**config.mk**
```make
export PLATFORM = sky130hd
export DESIGN_NAME = memory_arbiter_flat
export DESIGN_NICKNAME = d
export VERILOG_FILES = /design/src/rtl/memory_pkg.sv /design/src/rtl/memory_arbiter_if.sv /design/src/rtl/memory_arbiter.sv /design/src/flat_wrapper.sv
export SDC_FILE = /design/constraint.sdc
export NUM_CORES = 1
export LEC_CHECK = 0
export ABC_AREA = 1
export BUFFER_PORTS_ARGS = -buffer_cell sky130_fd_sc_hd__buf_2
export CAP_MARGIN = 30
export CORE_AREA = 2 2 115 117
export DETAILED_ROUTE_END_ITERATION = 16
export DIE_AREA = 0 0 117 119
export GPL_ROUTABILITY_DRIVEN = 0
export PLACE_DENSITY_LB_ADDON = 0.3
export SYNTH_ARGS = -nofsm -noshare
export SYNTH_HDL_FRONTEND = slang
export SYNTH_SLANG_ARGS = --single-unit
```
**constraint.sdc**
```tcl
create_clock -name clock -period 3.26 [get_ports clock]
set_clock_uncertainty 0.2 [all_clocks]
set_input_delay 0.652 -clock clock [delete_from_list [all_inputs] [get_ports clock]]
set_output_delay 0.652 -clock clock [all_outputs]
set_load 0.01 [all_outputs]
```
**src/rtl/memory_pkg.sv**
```systemverilog
// Shared memory-subsystem types used by the arbiter and its neighbours.
// Pure type definitions; no logic, latency or flow control of its own.
package memory_pkg;

  typedef enum logic [1:0] {
    IDLE,
    GRANT0,
    GRANT1
  } arbiter_state_t;

endpackage

```
**src/rtl/memory_arbiter_if.sv**
```systemverilog
// MemoryInterface: request/complete handshake between a memory master and slave.
// Enables held with address/dataOut stable until a one-cycle functionComplete pulse.
interface MemoryInterface #(
  parameter int ADDRESS_WIDTH = 32,
  parameter int DATA_WIDTH    = 32
);
  logic [ADDRESS_WIDTH-1:0] address;
  logic [DATA_WIDTH-1:0]    dataOut;
  logic [DATA_WIDTH-1:0]    dataIn;
  logic                     writeEnabled;
  logic                     readEnabled;
  logic                     functionComplete;

  modport master (
    output address, dataOut, writeEnabled, readEnabled,
    input  dataIn, functionComplete
  );

  modport slave (
    input  address, dataOut, writeEnabled, readEnabled,
    output dataIn, functionComplete
  );
endinterface

```
**src/rtl/memory_arbiter.sv**
```systemverilog
// Two-to-one round-robin memory arbiter: 1-cycle grant latency, 0-cycle completion pass-through.
// A waiting master simply holds its enables; it is forwarded one IDLE cycle after the owner completes.
module memory_arbiter
  import memory_pkg::*;
#(
  parameter int ADDRESS_WIDTH = 32,
  parameter int DATA_WIDTH    = 32
) (
  input logic            clock,
  input logic            reset,
  MemoryInterface.slave  master0,
  MemoryInterface.slave  master1,
  MemoryInterface.master memory
);

  arbiter_state_t           state;
  arbiter_state_t           stateNext;
  logic                     lastGranted;
  logic                     lastGrantedNext;
  logic                     request0;
  logic                     request1;
  logic [ADDRESS_WIDTH-1:0] routedAddress;
  logic [DATA_WIDTH-1:0]    routedDataOut;
  logic                     routedRead;
  logic                     routedWrite;

  assign request0 = master0.readEnabled | master0.writeEnabled;
  assign request1 = master1.readEnabled | master1.writeEnabled;

  // lastGranted resets to 1 so master0 wins the first tie.
  always_ff @(posedge clock or posedge reset) begin
    if (reset) begin
      state       <= IDLE;
      lastGranted <= 1'b1;
    end else begin
      state       <= stateNext;
      lastGranted <= lastGrantedNext;
    end
  end

  always_comb begin
    stateNext       = state;
    lastGrantedNext = lastGranted;
    case (state)
      IDLE: begin
        if (request0 && request1) begin
          stateNext = lastGranted ? GRANT0 : GRANT1;
        end else if (request0) begin
          stateNext = GRANT0;
        end else if (request1) begin
          stateNext = GRANT1;
        end
      end
      GRANT0: begin
        if (memory.functionComplete) begin
          stateNext       = IDLE;
          lastGrantedNext = 1'b0;
        end
      end
      GRANT1: begin
        if (memory.functionComplete) begin
          stateNext       = IDLE;
          lastGrantedNext = 1'b1;
        end
      end
      default: stateNext = IDLE;
    endcase
  end

  // Everything is zeroed unless a grant is held, so a completion seen in IDLE goes nowhere.
  always_comb begin
    routedAddress            = '0;
    routedDataOut            = '0;
    routedRead               = 1'b0;
    routedWrite              = 1'b0;
    master0.dataIn           = '0;
    master0.functionComplete = 1'b0;
    master1.dataIn           = '0;
    master1.functionComplete = 1'b0;
    case (state)
      GRANT0: begin
        routedAddress            = master0.address;
        routedDataOut            = master0.dataOut;
        routedRead               = master0.readEnabled;
        routedWrite              = master0.writeEnabled;
        master0.dataIn           = memory.dataIn;
        master0.functionComplete = memory.functionComplete;
      end
      GRANT1: begin
        routedAddress            = master1.address;
        routedDataOut            = master1.dataOut;
        routedRead               = master1.readEnabled;
        routedWrite              = master1.writeEnabled;
        master1.dataIn           = memory.dataIn;
        master1.functionComplete = memory.functionComplete;
      end
      default: ;
    endcase
  end

  assign memory.address      = routedAddress;
  assign memory.dataOut      = routedDataOut;
  assign memory.readEnabled  = routedRead;
  assign memory.writeEnabled = routedWrite;

endmodule
```
**src/flat_wrapper.sv**
```systemverilog
// flat-port wrapper written by rule: the top's interface ports become plain ports
module memory_arbiter_flat import memory_pkg::*;
#(
  parameter int ADDRESS_WIDTH = 32,
  parameter int DATA_WIDTH    = 32
)
  (clock, reset, master0_address, master0_dataOut, master0_writeEnabled, master0_readEnabled, master0_dataIn, master0_functionComplete, master1_address, master1_dataOut, master1_writeEnabled, master1_readEnabled, master1_dataIn, master1_functionComplete, memory_address, memory_dataOut, memory_writeEnabled, memory_readEnabled, memory_dataIn, memory_functionComplete);
  MemoryInterface #(.ADDRESS_WIDTH(ADDRESS_WIDTH), .DATA_WIDTH(DATA_WIDTH)) master0_i ();
  MemoryInterface #(.ADDRESS_WIDTH(ADDRESS_WIDTH), .DATA_WIDTH(DATA_WIDTH)) master1_i ();
  MemoryInterface #(.ADDRESS_WIDTH(ADDRESS_WIDTH), .DATA_WIDTH(DATA_WIDTH)) memory_i ();
  input logic clock;
  input logic reset;
  input wire logic [$bits(master0_i.address)-1:0] master0_address;
  input wire logic [$bits(master0_i.dataOut)-1:0] master0_dataOut;
  input wire logic [$bits(master0_i.writeEnabled)-1:0] master0_writeEnabled;
  input wire logic [$bits(master0_i.readEnabled)-1:0] master0_readEnabled;
  output wire logic [$bits(master0_i.dataIn)-1:0] master0_dataIn;
  output wire logic [$bits(master0_i.functionComplete)-1:0] master0_functionComplete;
  input wire logic [$bits(master1_i.address)-1:0] master1_address;
  input wire logic [$bits(master1_i.dataOut)-1:0] master1_dataOut;
  input wire logic [$bits(master1_i.writeEnabled)-1:0] master1_writeEnabled;
  input wire logic [$bits(master1_i.readEnabled)-1:0] master1_readEnabled;
  output wire logic [$bits(master1_i.dataIn)-1:0] master1_dataIn;
  output wire logic [$bits(master1_i.functionComplete)-1:0] master1_functionComplete;
  output wire logic [$bits(memory_i.address)-1:0] memory_address;
  output wire logic [$bits(memory_i.dataOut)-1:0] memory_dataOut;
  output wire logic [$bits(memory_i.writeEnabled)-1:0] memory_writeEnabled;
  output wire logic [$bits(memory_i.readEnabled)-1:0] memory_readEnabled;
  input wire logic [$bits(memory_i.dataIn)-1:0] memory_dataIn;
  input wire logic [$bits(memory_i.functionComplete)-1:0] memory_functionComplete;
  assign master0_i.address = master0_address;
  assign master0_i.dataOut = master0_dataOut;
  assign master0_i.writeEnabled = master0_writeEnabled;
  assign master0_i.readEnabled = master0_readEnabled;
  assign master0_dataIn = master0_i.dataIn;
  assign master0_functionComplete = master0_i.functionComplete;
  assign master1_i.address = master1_address;
  assign master1_i.dataOut = master1_dataOut;
  assign master1_i.writeEnabled = master1_writeEnabled;
  assign master1_i.readEnabled = master1_readEnabled;
  assign master1_dataIn = master1_i.dataIn;
  assign master1_functionComplete = master1_i.functionComplete;
  assign memory_address = memory_i.address;
  assign memory_dataOut = memory_i.dataOut;
  assign memory_writeEnabled = memory_i.writeEnabled;
  assign memory_readEnabled = memory_i.readEnabled;
  assign memory_i.dataIn = memory_dataIn;
  assign memory_i.functionComplete = memory_functionComplete;
  memory_arbiter #(.ADDRESS_WIDTH(ADDRESS_WIDTH), .DATA_WIDTH(DATA_WIDTH)) u_core (.clock(clock), .reset(reset), .master0(master0_i), .master1(master1_i), .memory(memory_i));
endmodule
```
==> run_results.csv, run 1 <==
group,metric,value,unit
run_status,outcome,"finished, final reports clean",
worst_setup_path,crit_fanout,25,
worst_setup_path,required,2410,ps
global_route,gr-usage-all-layers,0.114,
floorplan,core_area,0.0129,mm^2
power_and_ir_drop,power_frac_comb,0.873,
power_and_ir_drop,clockPowerShare,0.092,
synth,synth_mux_area_frac,0,
drt,post_drt_wl_per_cell,10.9,um
worst_setup_path,r2r_start,"u_core.state[0]",
power_and_ir_drop,p_leak,2.45,nW
synth,yosys.area_share.xor_xnor,0,
clock_network,tritoncts,"yes",
global_route,grt_pass1_vias,2739,
layout,n_antenna_cell,0,
clock_network,insertion_delay,220,ps
power_and_ir_drop,irDropWorstVdd,0.146,mV
synth,syn-cell-area,0.00173,mm^2
timing,period_minus_slack,2740,ps
global_route,antenna_found_initial,0,
placed_design,place_hpwl,7680,um
worst_setup_path,crit_type,"flip-flop to output port",
worst_setup_path,r2r_end,"u_core.state[1]",
synth,yosysTopAreaCellShare,0.443,
worst_setup_path,r2r_slack,1120,ps
layout,final_core_util,0.267,
timing,setup_viol,0,
synth,ys_seq_area_frac,0.0441,
clock_network,cts_buffers,3,
synth,syn_area_per_cell,4.47,um^2
timing,fin_crit_sh,0.842,
clock_network,cts_resized,0,
floorplan,rows,42,
drt,first_iter_violations,97,
timing,drv_slew,0,
worst_setup_path,critPathLaunchType,"flip-flop",
clock_network,clkTransAtPathRegs,30,ps
clock_network,clockRootBuffer,"clkbuf_16",
clock_network,clockBufferDepth,2,
synth,synth_nets,558,
global_route,gr-total-overflow,0,
timing,hold_viol,0,
worst_setup_path,path_cells,"inv_1 > ha_1 > inv_2 > buf_4 > a21oi_1 > buf_2",
synth,synth-compound-area-share,0.203,
synth,synth_top_family_by_area,"simple AND/OR/NAND/NOR gates",
power_and_ir_drop,pwr-share-seq,0.035,
placed_design,port_buffers,298,
synth,yosysWarnings,0,
synth,synth_fa_ha_area_frac,0.0289,
layout,area_delta_synth_final,98.5,%
synth,syn_inst,387,
floorplan,die-area,0.0139,mm^2
timing,tightest_slew,459,ps
floorplan,die_x,117,um
drt,via_count,3216,
layout,nNetsFinal,839,
power_and_ir_drop,power.total,0.00209,W
timing,rsz0062_at_grt,"false",
synth,synthTopCellsByArea,"nand2_1 (44%), a21oi_1 (19%), inv_1 (16%)",
synth,yosys.area_share.simple,0.457,
global_route,grt_pass1_wl,12800,um
power_and_ir_drop,p_sw,0.00120,W
worst_setup_path,slowest_delay,410,ps
worst_setup_path,critPathCaptureType,"output port",
flow_run,cap_violations,0,
drt,drt_pass1_iterations,4,
timing,slew_headroom,0.694,
worst_setup_path,critPathBufInv,4,
clock_network,cts-htree-levels,1,
hold_path,min_path_type,"input port to asynchronous set/reset pin",
clock_network,post-cts-setup-buffer-count,0,
synth,yosys.area.top_type,"nand2_1",
floorplan,pin_count,299,
clock_network,cts.sinks,3,
timing,finalSetupTns,0,ps
drt,via_per_inst,3.81,
floorplan,die_h,119,um
worst_setup_path,critical-path-top-delay-family,"buffers and inverters",
drt,wl,9180,um
synth,synth_cell_types,14,
power_and_ir_drop,power_density,608,mW/mm^2
layout,final_layout_size_suffix_gt1_frac,0.468,
power_and_ir_drop,switching_share,0.576,
clock_network,ctsHoldBuffers,0,
worst_setup_path,reg2reg_depth,8,
worst_setup_path,worst-path-stages,6,
worst_setup_path,crit_arrival,1890,ps
timing,max_freq,0.365,GHz
drt,ant_nets,0,
global_route,grt_max_degree,45,
power_and_ir_drop,p_int,0.000886,W
floorplan,start_util,0.134,
synth,ys_ff_latch,3,
worst_setup_path,cpMaxStageDelayCell,"dfrtp_1",
drt,drc_errors,0,
## how the worst max path moves through the flow
stage                          to             from
6_report       memory_dataOut[18]  u_core.state[0]
5_1_grt         memory_address[0]  u_core.state[0]
4_1_cts        memory_dataOut[18]  u_core.state[0]
3_5_place_dp   memory_dataOut[18]  u_core.state[0]
3_3_place_gp   memory_address[12]  u_core.state[0]
2_1_floorplan  memory_address[10]  u_core.state[1]
## power by group through the flow
stage	logic (W)	registers, W	clock network [W]
after global routing	0.00206	0.0000756	0.000200
after floorplan	0.00117	0.0000673	0
after global placement	0.00188	0.0000716	0
final	0.00182	0.0000725	0.000193
after detailed placement	0.00187	0.0000729	0
after CTS	0.00187	0.0000725	0.000196
## cell usage after synthesis
cell type and instances:
a21oi_1 66, ha_1 4, inv_1 72, nand3_1 2
or2_0 1, buf_6 6, clkbuf_1 2, dfstp_2 1
dfrtp_1 2, nand2_1 204, o21ai_0 4, buf_2 16
nor2_1 2, buf_4 5
## through the flow
step / worst slack (ps) / cell area (um^2) / hold WS (ps) / instances
after detailed placement: 699 / 3350 / 306 / 839
after CTS: 463 / 3430 / 91.0 / 843
final: 517 / 3430 / 88.1 / 843
after floorplan: 1150 / 1730 / 205 / 387
after global routing: 341 / 3430 / 97.2 / 843
after global placement: 712 / 3350 / 292 / 839
## worst register-to-register path, delay by kind of cell (launching register included)
kind | cells | cell delay, ps
DFF | 1 | 410
AOI/OAI and AO/OA | 1 | 70
and+or+nand+nor | 3 | 310
buffers and inverters | 3 | 720
adders and majority gates | 1 | 310
## kinds of logic (layout without fill, tap and decap cells)
family,after synthesis,in the layout
DFF,3,3
buffers and inverters,101,381
and+or+nand+nor,209,209
AOI/OAI and AO/OA,70,70
adders and majority gates,4,4
## registers in the layout (all words and copies together), names as in the netlist
name,cells
u_core.lastGranted,1
u_core.state,2
## cells in the final DEF (no fill, tap or decap)
master	instances
buf_2	298
nand2_1	204
inv_1	71
a21oi_1	66
o21ai_0	4
buf_4	4
clkbuf_16	3
buf_12	3
nor2_1	2
nand3_1	2
ha_1	2
dfrtp_1	2
inv_2	1
or2_0	1
ha_2	1
ha_4	1
clkbuf_1	1
dfstp_2	1
## per-layer routing
layer  share of wire  vias up  GRT usage
met3            0.10        4     0.0183
met2            0.49      188      0.221
met5               0        -          0
met4          0.0050        0     0.0176
met1            0.40     1330      0.129
li1                -     1694          -
## final cells by class
class                   instances  area (um^2)
fillers                      1524         9440
repair buffers                305         1580
multi-input cells             283         1200
inverters                      72          270
well taps                     176          220
clock buffers                   4         78.8
flip-flops and latches          3         76.3
Power figures use the tool's default switching activity.
==> inputs of run 2 (changes only) <==
clock period = 2.2 ns   (was 3.26 ns; I/O delays follow)
==> run 2 against run 1 <==
  * The flow now finishes with violations (setup timing)
  * Worst setup slack worse by 520 ps
  * Combinational power is 120% higher
  * Clock power up 52%
  * Final area is 23% higher
  * Register-to-register slack got worse by 700 ps
  * Sequential power grew 45%
  * First-iteration DRC count grew 10%
  * Global-route usage rose by 1.1 points
  * Non-clock buffer count up 31
==> run_results.csv, run 2 (synthesis results as in run 1) <==
group,metric,value,unit
power_and_ir_drop,p_leak,2.73,nW
timing,hold_viol,0,
timing,finalSetupTns,-20.8,ps
drt,post_drt_wl_per_cell,13.3,um
power_and_ir_drop,irDropWorstVdd,0.423,mV
placed_design,dp.cells,840,
timing,slew_headroom,0.839,
global_route,gr-usage-all-layers,0.125,
layout,finalNonFillerCells,875,
worst_setup_path,crit_arrival,1570,ps
global_route,gr-total-overflow,0,
worst_setup_path,path_cells,"buf_6 > ha_4 > buf_8 > buf_6 > clkbuf_16 > nand2_2 > inv_1 > buf_2",
layout,nNetsFinal,870,
worst_setup_path,required,1560,ps
placed_design,port_buffers,298,
layout,area_delta_synth_final,144,%
timing,fin_crit_sh,1.00,
timing,setup_viol,4,
global_route,grt_max_degree,43,
clock_network,cts-htree-levels,1,
clock_network,insertion_delay,230,ps
layout,largest_register_ffs,2,
floorplan,pin_count,299,
worst_setup_path,cpMaxStageDelayCell,"dfrtp_1",
clock_network,cts.sinks,3,
clock_network,clkTransAtPathRegs,30,ps
flow_run,cap_violations,0,
layout,largestRegisters,"u_core.state: 2 flops, u_core.lastGranted: 1 flops",
hold_path,min_path_type,"input port to flip-flop",
worst_setup_path,reg2reg_depth,8,
timing,period_minus_slack,2210,ps
layout,final_area,0.00421,mm^2
layout,mostFrequentLayoutCell,"buf_2",
layout,final_cell_mix,"buf_2 (289), nand2_1 (180), inv_1 (60)",
drt,drc_errors,0,
run_status,violations,"setup timing",
timing,tightest_slew,239,ps
clock_network,clockRootBuffer,"clkbuf_16",
drt,via_per_inst,3.93,
clock_network,clockBufferDepth,2,
drt,via_count,3443,
layout,regMostFlops,"u_core.state",
floorplan,die_x,117,um
floorplan,die-area,0.0139,mm^2
timing,rsz0062_at_grt,"true",
timing,max_freq,0.453,GHz
timing,drv_slew,0,
worst_setup_path,critPathLaunchType,"flip-flop",
drt,wl_met2,6190,um
hold_path,hold_depth,3,
drt,ant_nets,0,
drt,dr_wl_met3,825,um
worst_setup_path,critPathMostFrequentCell,"buf_6",
timing,postLayoutSetupSlackWorst,-7.11,ps
layout,final_layout_size_suffix_gt1_frac,0.557,
clock_network,cts_buffers,3,
drt,top_layer_used,"met5",
floorplan,die_h,119,um
worst_setup_path,critPathCaptureType,"output port",
floorplan,core_area,0.0129,mm^2
drt,first_iter_violations,107,
global_route,grt_pass1_wl,13900,um
run_status,outcome,"complete, but fails checks",
floorplan,start_util,0.134,
global_route,grt_pass1_vias,2834,
drt,wl_met1,4600,um
worst_setup_path,crit_fanout,7,
power_and_ir_drop,power_density,1040,mW/mm^2
worst_setup_path,crit_type,"flip-flop to output port",
floorplan,rows,42,
placed_design,place_hpwl,7960,um
worst_setup_path,slowest_delay,400,ps
global_route,antenna_found_initial,2,
timing,whs,273,ps
placed_design,placed_area,0.00341,mm^2
clock_network,tritoncts,"yes",
drt,wl,11700,um
drt,drt_pass1_iterations,4,
-- run 2: layout make-up --
class,count,area [um^2]
inverter,72,270
tap,176,220
clock buffer,4,78.8
timing repair buffer,336,2230
sequential,3,76.3
multi-input combinational,283,1330
fill,1461,8660
antenna,1,2.50
-- run 2: critical path: cells and delay by family, from the launching register on --
kind / cells / cell delay (ps)
buffers and inverters: 6 / 700
DFF: 1 / 400
adders and majority gates: 1 / 170
and+or+nand+nor: 1 / 60
-- run 2: repair_timing --
| item | 4_1_cts | 5_1_grt |
|---|---|---|
| gates resized for setup | 8 | 66 |
| endpoints found under the setup margin | 66 | 66 |
| buffers inserted | 4 | 8 |
| hold endpoints to repair | 2 | 0 |
| gates cloned | 1 | 16 |
| hold buffers | 1 | 0 |
| pin swaps | 0 | 28 |
-- run 2: metal layers --
metal,up-vias,global-route usage
met1,1491,0.141
met3,6,0.0173
met5,-,0
met4,2,0.0176
met2,182,0.247
li1,1762,-
-- run 2: power breakdown --
part / internal, W / switching [W] / total [W]
sequential: 0.0000870 / 0.0000184 / 0.000105
clock: 0.000239 / 0.0000531 / 0.000293
combinational: 0.00185 / 0.00212 / 0.00397
total: 0.00218 / 0.00219 / 0.00437
-- run 2: final timing paths --
kind	start	to	slack, ps
min in group asynchronous	reset	u_core.state[1]	450
max in group asynchronous	reset	u_core.lastGranted	1130
worst min-delay path	memory_functionComplete	u_core.lastGranted	270
worst min register to register	u_core.lastGranted	u_core.lastGranted	300
worst max register to register	u_core.state[0]	u_core.state[0]	420
worst max-delay path	u_core.state[0]	master0_dataIn[20]	-7
-- run 2: per-stage QoR --
step | setup slack [ps] | util | total power, W
final | -7.11 | 0.327 | 0.00437
after global routing | -69.4 | 0.327 | 0.00477
after global placement | 126 | 0.265 | 0.00303
after CTS | 0.254 | 0.279 | 0.00348
after floorplan | 302 | - | 0.00183
after detailed placement | 130 | 0.265 | 0.00300
